[src/rtl/prf_wb_arbiter.sv]
// prf_wb_arbiter: round-robin write-back arbiter for the PRF's single write port
// Ports: CLK/RESET (async, active-low); req_valid/req_reg/req_data in, req_ready out (combinational grant);
// stall/flush block grants; Write1/WriteReg1/WriteData1 registered write port + wakeup; wb_src winner index;
// conflict_cnt saturating count of cycles with two or more valid requests.
module prf_wb_arbiter #(
  parameter int NUM_PHYS_REGS = 64,
  parameter int NUM_REQ = 4,
  localparam int LOG_PHYS = $clog2(NUM_PHYS_REGS),
  localparam int SRC_W = $clog2(NUM_REQ)
) (
  input  logic                         CLK,
  input  logic                         RESET,
  input  logic [NUM_REQ-1:0]           req_valid,
  input  logic [NUM_REQ*LOG_PHYS-1:0]  req_reg,
  input  logic [NUM_REQ*32-1:0]        req_data,
  output logic [NUM_REQ-1:0]           req_ready,
  input  logic                         stall,
  input  logic                         flush,
  output logic                         Write1,
  output logic [LOG_PHYS-1:0]          WriteReg1,
  output logic [31:0]                  WriteData1,
  output logic [SRC_W-1:0]             wb_src,
  output logic [31:0]                  conflict_cnt
);
  logic [SRC_W-1:0]    r_ptr;
  logic                r_write;
  logic [LOG_PHYS-1:0] r_reg;
  logic [31:0]         r_data;
  logic [SRC_W-1:0]    r_src;
  logic [31:0]         r_cnt;
  logic [SRC_W-1:0]    w_win;
  logic                w_grant;
  // Scan from farthest to nearest so the valid requester closest to ptr is written last and wins.
  always_comb begin
    w_win = '0;
    for (int k = NUM_REQ - 1; k >= 0; k--)
      if (req_valid[(int'(r_ptr) + k) % NUM_REQ]) w_win = SRC_W'((int'(r_ptr) + k) % NUM_REQ);
  end
  // RESET gates the grant so nothing is accepted while reset is held low.
  assign w_grant   = RESET & (|req_valid) & ~stall & ~flush;
  assign req_ready = w_grant ? (NUM_REQ'(1) << w_win) : '0;
  always_ff @(posedge CLK or negedge RESET) begin
    if (!RESET) begin
      r_ptr   <= '0;
      r_write <= 1'b0;
      r_reg   <= '0;
      r_data  <= '0;
      r_src   <= '0;
      r_cnt   <= '0;
    end else begin
      r_write <= w_grant;
      if (w_grant) begin
        r_reg  <= req_reg[int'(w_win)*LOG_PHYS +: LOG_PHYS];
        r_data <= req_data[int'(w_win)*32 +: 32];
        r_src  <= w_win;
        r_ptr  <= (w_win == SRC_W'(NUM_REQ - 1)) ? '0 : w_win + 1'b1;
      end
      if ($countones(req_valid) > 1 && ~&r_cnt) r_cnt <= r_cnt + 32'd1;
    end
  end
  assign Write1       = r_write;
  assign WriteReg1    = r_reg;
  assign WriteData1   = r_data;
  assign wb_src       = r_src;
  assign conflict_cnt = r_cnt;
endmodule

[config.mk]
export PLATFORM = sky130hd
export DESIGN_NAME = prf_wb_arbiter
export DESIGN_NICKNAME = d
export VERILOG_FILES = /design/src/rtl/prf_wb_arbiter.sv
export SDC_FILE = /design/constraint.sdc
export NUM_CORES = 1
export LEC_CHECK = 0
export ABC_AREA = 1
export ABC_CLOCK_PERIOD_IN_PS = 2300
export CAP_MARGIN = 20
export CORE_AREA = 4 4 151 153
export CTS_BUF_LIST = sky130_fd_sc_hd__clkbuf_8
export CTS_CLUSTER_SIZE = 30
export DETAILED_ROUTE_END_ITERATION = 10
export DIE_AREA = 0 0 155 157
export PLACE_DENSITY_LB_ADDON = 0.15
export REMOVE_ABC_BUFFERS = 1
export SLEW_MARGIN = 15
export SYNTH_ARGS = -nofsm -noshare
export SYNTH_HDL_FRONTEND = slang
export SYNTH_SLANG_ARGS = --single-unit
[constraint.sdc]
create_clock -name CLK -period 2.3 [get_ports CLK]
set_clock_uncertainty 0.15 [all_clocks]
set_input_delay 0.46 -clock CLK [delete_from_list [all_inputs] [get_ports CLK]]
set_output_delay 0.46 -clock CLK [all_outputs]
set_load 0.01 [all_outputs]
==> out/results.tsv <==
stage	metric	value	unit
synthesis	synth-edff-count	0	
synthesis	ys.flop_type	dfrtp_1	
synthesis	ys_types	35	
sta	rsz0062_at_grt	yes	
drt	via_per_inst	4.32	
synthesis	synth_compound_area_share	4.82	%
critical_path	slowest_delay	480	ps
synthesis	synth_top_family_by_area	simple AND/OR/NAND/NOR gates	
die	start_util	24.6	%
drt	wl_per_cell	14.9	um
synthesis	synth_seq_cells	75	
sta	drv_slew	0	
synthesis	synthMuxAreaShare	0	%
worst_hold_path	min_to	WriteData1[0]	
synthesis	synth_xor_xnor_area_share	4.30	%
sta	hold_ws	331	ps
power_and_ir_drop	p_sw	4.02	mW
die	rows	54	
sta	fin_crit_sh	110	%
sta	slew_headroom	49.1	%
critical_path	start_kind	flip-flop	
critical_path	critPathArrivalTime	1910	ps
drt	drt_first_iter_violations	215	
sta	fin_crit	2520	ps
synthesis	synth_seq_area_share	35.5	%
sta	setup_slack	-222	ps
worst_hold_path	hold_class	flip-flop to flip-flop	
critical_path	worstPathMaxFanout	6	
placed_design	place_area	8270	um^2
critical_path	critPathKind	flip-flop to output pin	
critical_path	reg2reg_slack	-210	ps
sta	hold_viol_final	0	
clock_network	clk_latency	360	ps
power_and_ir_drop	p_leak	4.37	nW
die	die_w	155	um
drt	drcViolationCount	0	
power_and_ir_drop	vdd_ir_drop_max	0.000572	V
power_and_ir_drop	p_clk_share	10.5	%
clock_network	cts.htree.levels	3	
critical_path	r2r-start	r_ptr[0]	
worst_hold_path	worst_hold_path.num_cells	2	
layout	final_cell_area	8800	um^2
synthesis	synth_fa_ha_area_share	0.851	%
power_and_ir_drop	powerDensity	1020	nW/um^2
clock_network	cts_tree	built	
global_routing	overflow	0	
critical_path	worstPathRequired	1690	ps
status	outcome	complete, but fails checks	
critical_path	crit_path_end_kind	output pin	
synthesis	async_flop_share	100	%
status	violations	negative setup slack	
die	die_h	157	um
power_and_ir_drop	p_seq_share	22.7	%
synthesis	synthCells	810	
global_routing	grt_pass1_wl	31100	um
drt	drt-pass1-iter-count	6	
drt	wl	20800	um
placed_design	io_buffers	236	
die	die-area	24300	um^2
clock_network	cts.root.buffer_cell	clkbuf_8	
clock_network	cts.sinks	75	
critical_path	cp_slowest_cell	dfrtp_2	
layout	drive_gt1_share	12.9	%
placed_design	dp.final_hpwl	15200	um
critical_path	crit_chain	buf_6 > nand3_1 > and2_4 > nand3_2 > nand2_2 > nand2_2 > nand2_4 > nor2_4 > inv_2 > nor2_1 > buf_2	
die	core_area	21600	um^2
critical_path	crit_family	simple AND/OR/NAND/NOR gates	
sta	setup-tns-final	-1030	ps
sta	worstMarginPinSlew	764	ps
sta	setup_viol	5	
critical_path	timing.rr.end	r_ptr[1]	
die	ios	237	
power_and_ir_drop	switching_share	44.7	%
layout	syn_to_final_growth	66.4	%
power_and_ir_drop	combPwrFrac	66.7	%
layout	nets	1267	
clock_network	clk_pin_slew	90	ps
job	drv_cap	0	
synthesis	syn-cell-area	5290	um^2
clock_network	tritoncts.num_buffers	9	
drt	ant_nets	0	
sta	timing.fmax	0.397	GHz
global_routing	grt_pass1_vias	5947	
synthesis	avgSynthCellArea	6.53	um^2
global_routing	grt_usage	16.3	%
critical_path	r2r_cells	18	
drt	vias	6002	
global_routing	grt_max_degree	72	
layout	final_util	40.8	%
critical_path	critPathMostFrequentCell	nand2_2	
clock_network	cts_max_path_buffers	2	
global_routing	antenna_found_initial	1	
synthesis	synth-simple-area-share	40.5	%
placed_design	gp_congestion	0.846	
worst_hold_path	hold_start	WriteData1[0]	
synthesis	yosysWarnings	0	
power_and_ir_drop	p_int	4.98	mW
critical_path	critical_path_buf_inv_count	3	
-- layer usage --
| layer | global-route usage, % | wire length, um | vias up |
|---|---|---|---|
| met3 | 5.66 | 1660 | 36 |
| met5 | 0 | 0 | - |
| met2 | 28.0 | 10200 | 185 |
| met1 | 18.3 | 8210 | 2681 |
| li1 | - | - | 3100 |
| met4 | 7.44 | 723 | 0 |
-- layout by cell type (no fill, tap or decap), types with 2 or more instances in the layout --
cell type / n
xor2_1: 20
inv_1: 132
buf_2: 4
o211ai_1: 23
buf_6: 3
o21ai_1: 5
nand2_1: 256
ha_1: 2
nand3b_1: 2
buf_4: 76
nor3_1: 11
nand3_1: 123
dlygate4sd2_1: 4
nor2_1: 36
o21ai_0: 5
clkbuf_8: 10
inv_2: 10
nand3_2: 6
and2_4: 2
clkinv_2: 4
xnor2_1: 6
clkdlybuf4s50_1: 227
clkbuf_16: 4
nand2_2: 6
inv_4: 2
nand4_1: 8
dfrtp_1: 74
o21ai_4: 2
nor4_1: 5
nand2_4: 3
or2_1: 22
nor2_4: 3
-- Yosys cell counts, types with 2 or more instances --
| cell | number | area [um^2] |
|---|---|---|
| nand2_1 | 262 | 983 |
| inv_1 | 137 | 514 |
| nand3_1 | 127 | 636 |
| dfrtp_1 | 75 | 1880 |
| nor2_1 | 37 | 139 |
| o211ai_1 | 23 | 173 |
| or2_1 | 22 | 138 |
| xor2_1 | 20 | 175 |
| buf_2 | 16 | 80.1 |
| clkbuf_1 | 13 | 48.8 |
| nor3_1 | 12 | 60.1 |
| nand4_1 | 8 | 50.1 |
| inv_2 | 6 | 22.5 |
| o21ai_1 | 6 | 30.0 |
| xnor2_1 | 6 | 52.6 |
| nor4_1 | 5 | 31.3 |
| o21ai_0 | 5 | 25.0 |
| buf_4 | 4 | 30.0 |
| buf_6 | 4 | 45.0 |
| nand2_2 | 3 | 18.8 |
| ha_1 | 2 | 25.0 |
| nand3_2 | 2 | 20.0 |
| nand3b_1 | 2 | 15.0 |
| nor2_2 | 2 | 12.5 |
-- logic make-up (layout without fill, tap and decap cells) --
group,after synthesis,count (layout)
other,0,1
and+or+nand+nor,487,487
AOI/OAI and AO/OA,38,38
buffers and inverters,181,480
adders and majority gates,3,3
xor gates and xnor gates,26,26
DFF,75,75
-- worst max path at each step --
stage,start,end,slack (ps),cells past startpoint
after floorplan,req_valid[1],req_ready[3],-1150,9
after global placement,req_valid[3],req_ready[0],-760,12
after detailed placement,req_valid[3],req_ready[0],-770,12
after CTS,r_ptr[0],req_ready[3],-210,10
after global routing,r_ptr[0],req_ready[0],-330,11
final,r_ptr[0],req_ready[0],-220,11
-- area by class of cell --
class / count / area (um^2)
Fill cell: 2325 / 12800
Timing Repair Buffer: 321 / 3090
Multi-Input combinational cell: 554 / 2770
Sequential cell: 75 / 1880
Inverter: 143 / 542
Tap cell: 280 / 350
Clock buffer: 10 / 138
Clock inverter: 6 / 32.5
Antenna cell: 1 / 2.50
-- power by group through the flow --
| stage | combinational, mW | clock (mW) | sequential [mW] |
|---|---|---|---|
| 3_5_place_dp | 5.03 | 0 | 2.05 |
| 6_report | 6.00 | 0.945 | 2.05 |
| 5_1_grt | 6.68 | 1.05 | 2.11 |
| 4_1_cts | 5.24 | 1.01 | 2.05 |
| 3_3_place_gp | 5.03 | 0 | 2.05 |
| 2_1_floorplan | 2.44 | 0 | 2.26 |
-- registers in the layout, summed over array words and instances (netlist names) --
register,flops
WriteData1,32
conflict_cnt,32
WriteReg1,6
r_ptr,2
wb_src,2
Write1,1
-- repair_timing --
action                                  CTS  global route
gates resized for setup                  45            20
endpoints found under the setup margin   48            44
hold buffers                              1             0
hold endpoints to repair                 21             0
gates cloned                              0             5
pin swaps                                 7             2
buffers inserted                         19             3
-- worst min-delay path, delay by kind of cell, from the launching register on --
family,cells,cell delay [ps]
DFF,1,350
and+or+nand+nor,2,100
-- through the flow --
stage / cells / total power, mW / setup slack (ps)
floorplan: 772 / 4.70 / -1150
CTS: 1385 / 8.30 / -209
global placement: 1351 / 7.08 / -757
finish: 1390 / 8.99 / -222
detailed placement: 1351 / 7.08 / -767
global route: 1390 / 9.84 / -330
No activity file was read; power rests on OpenSTA's default activity.
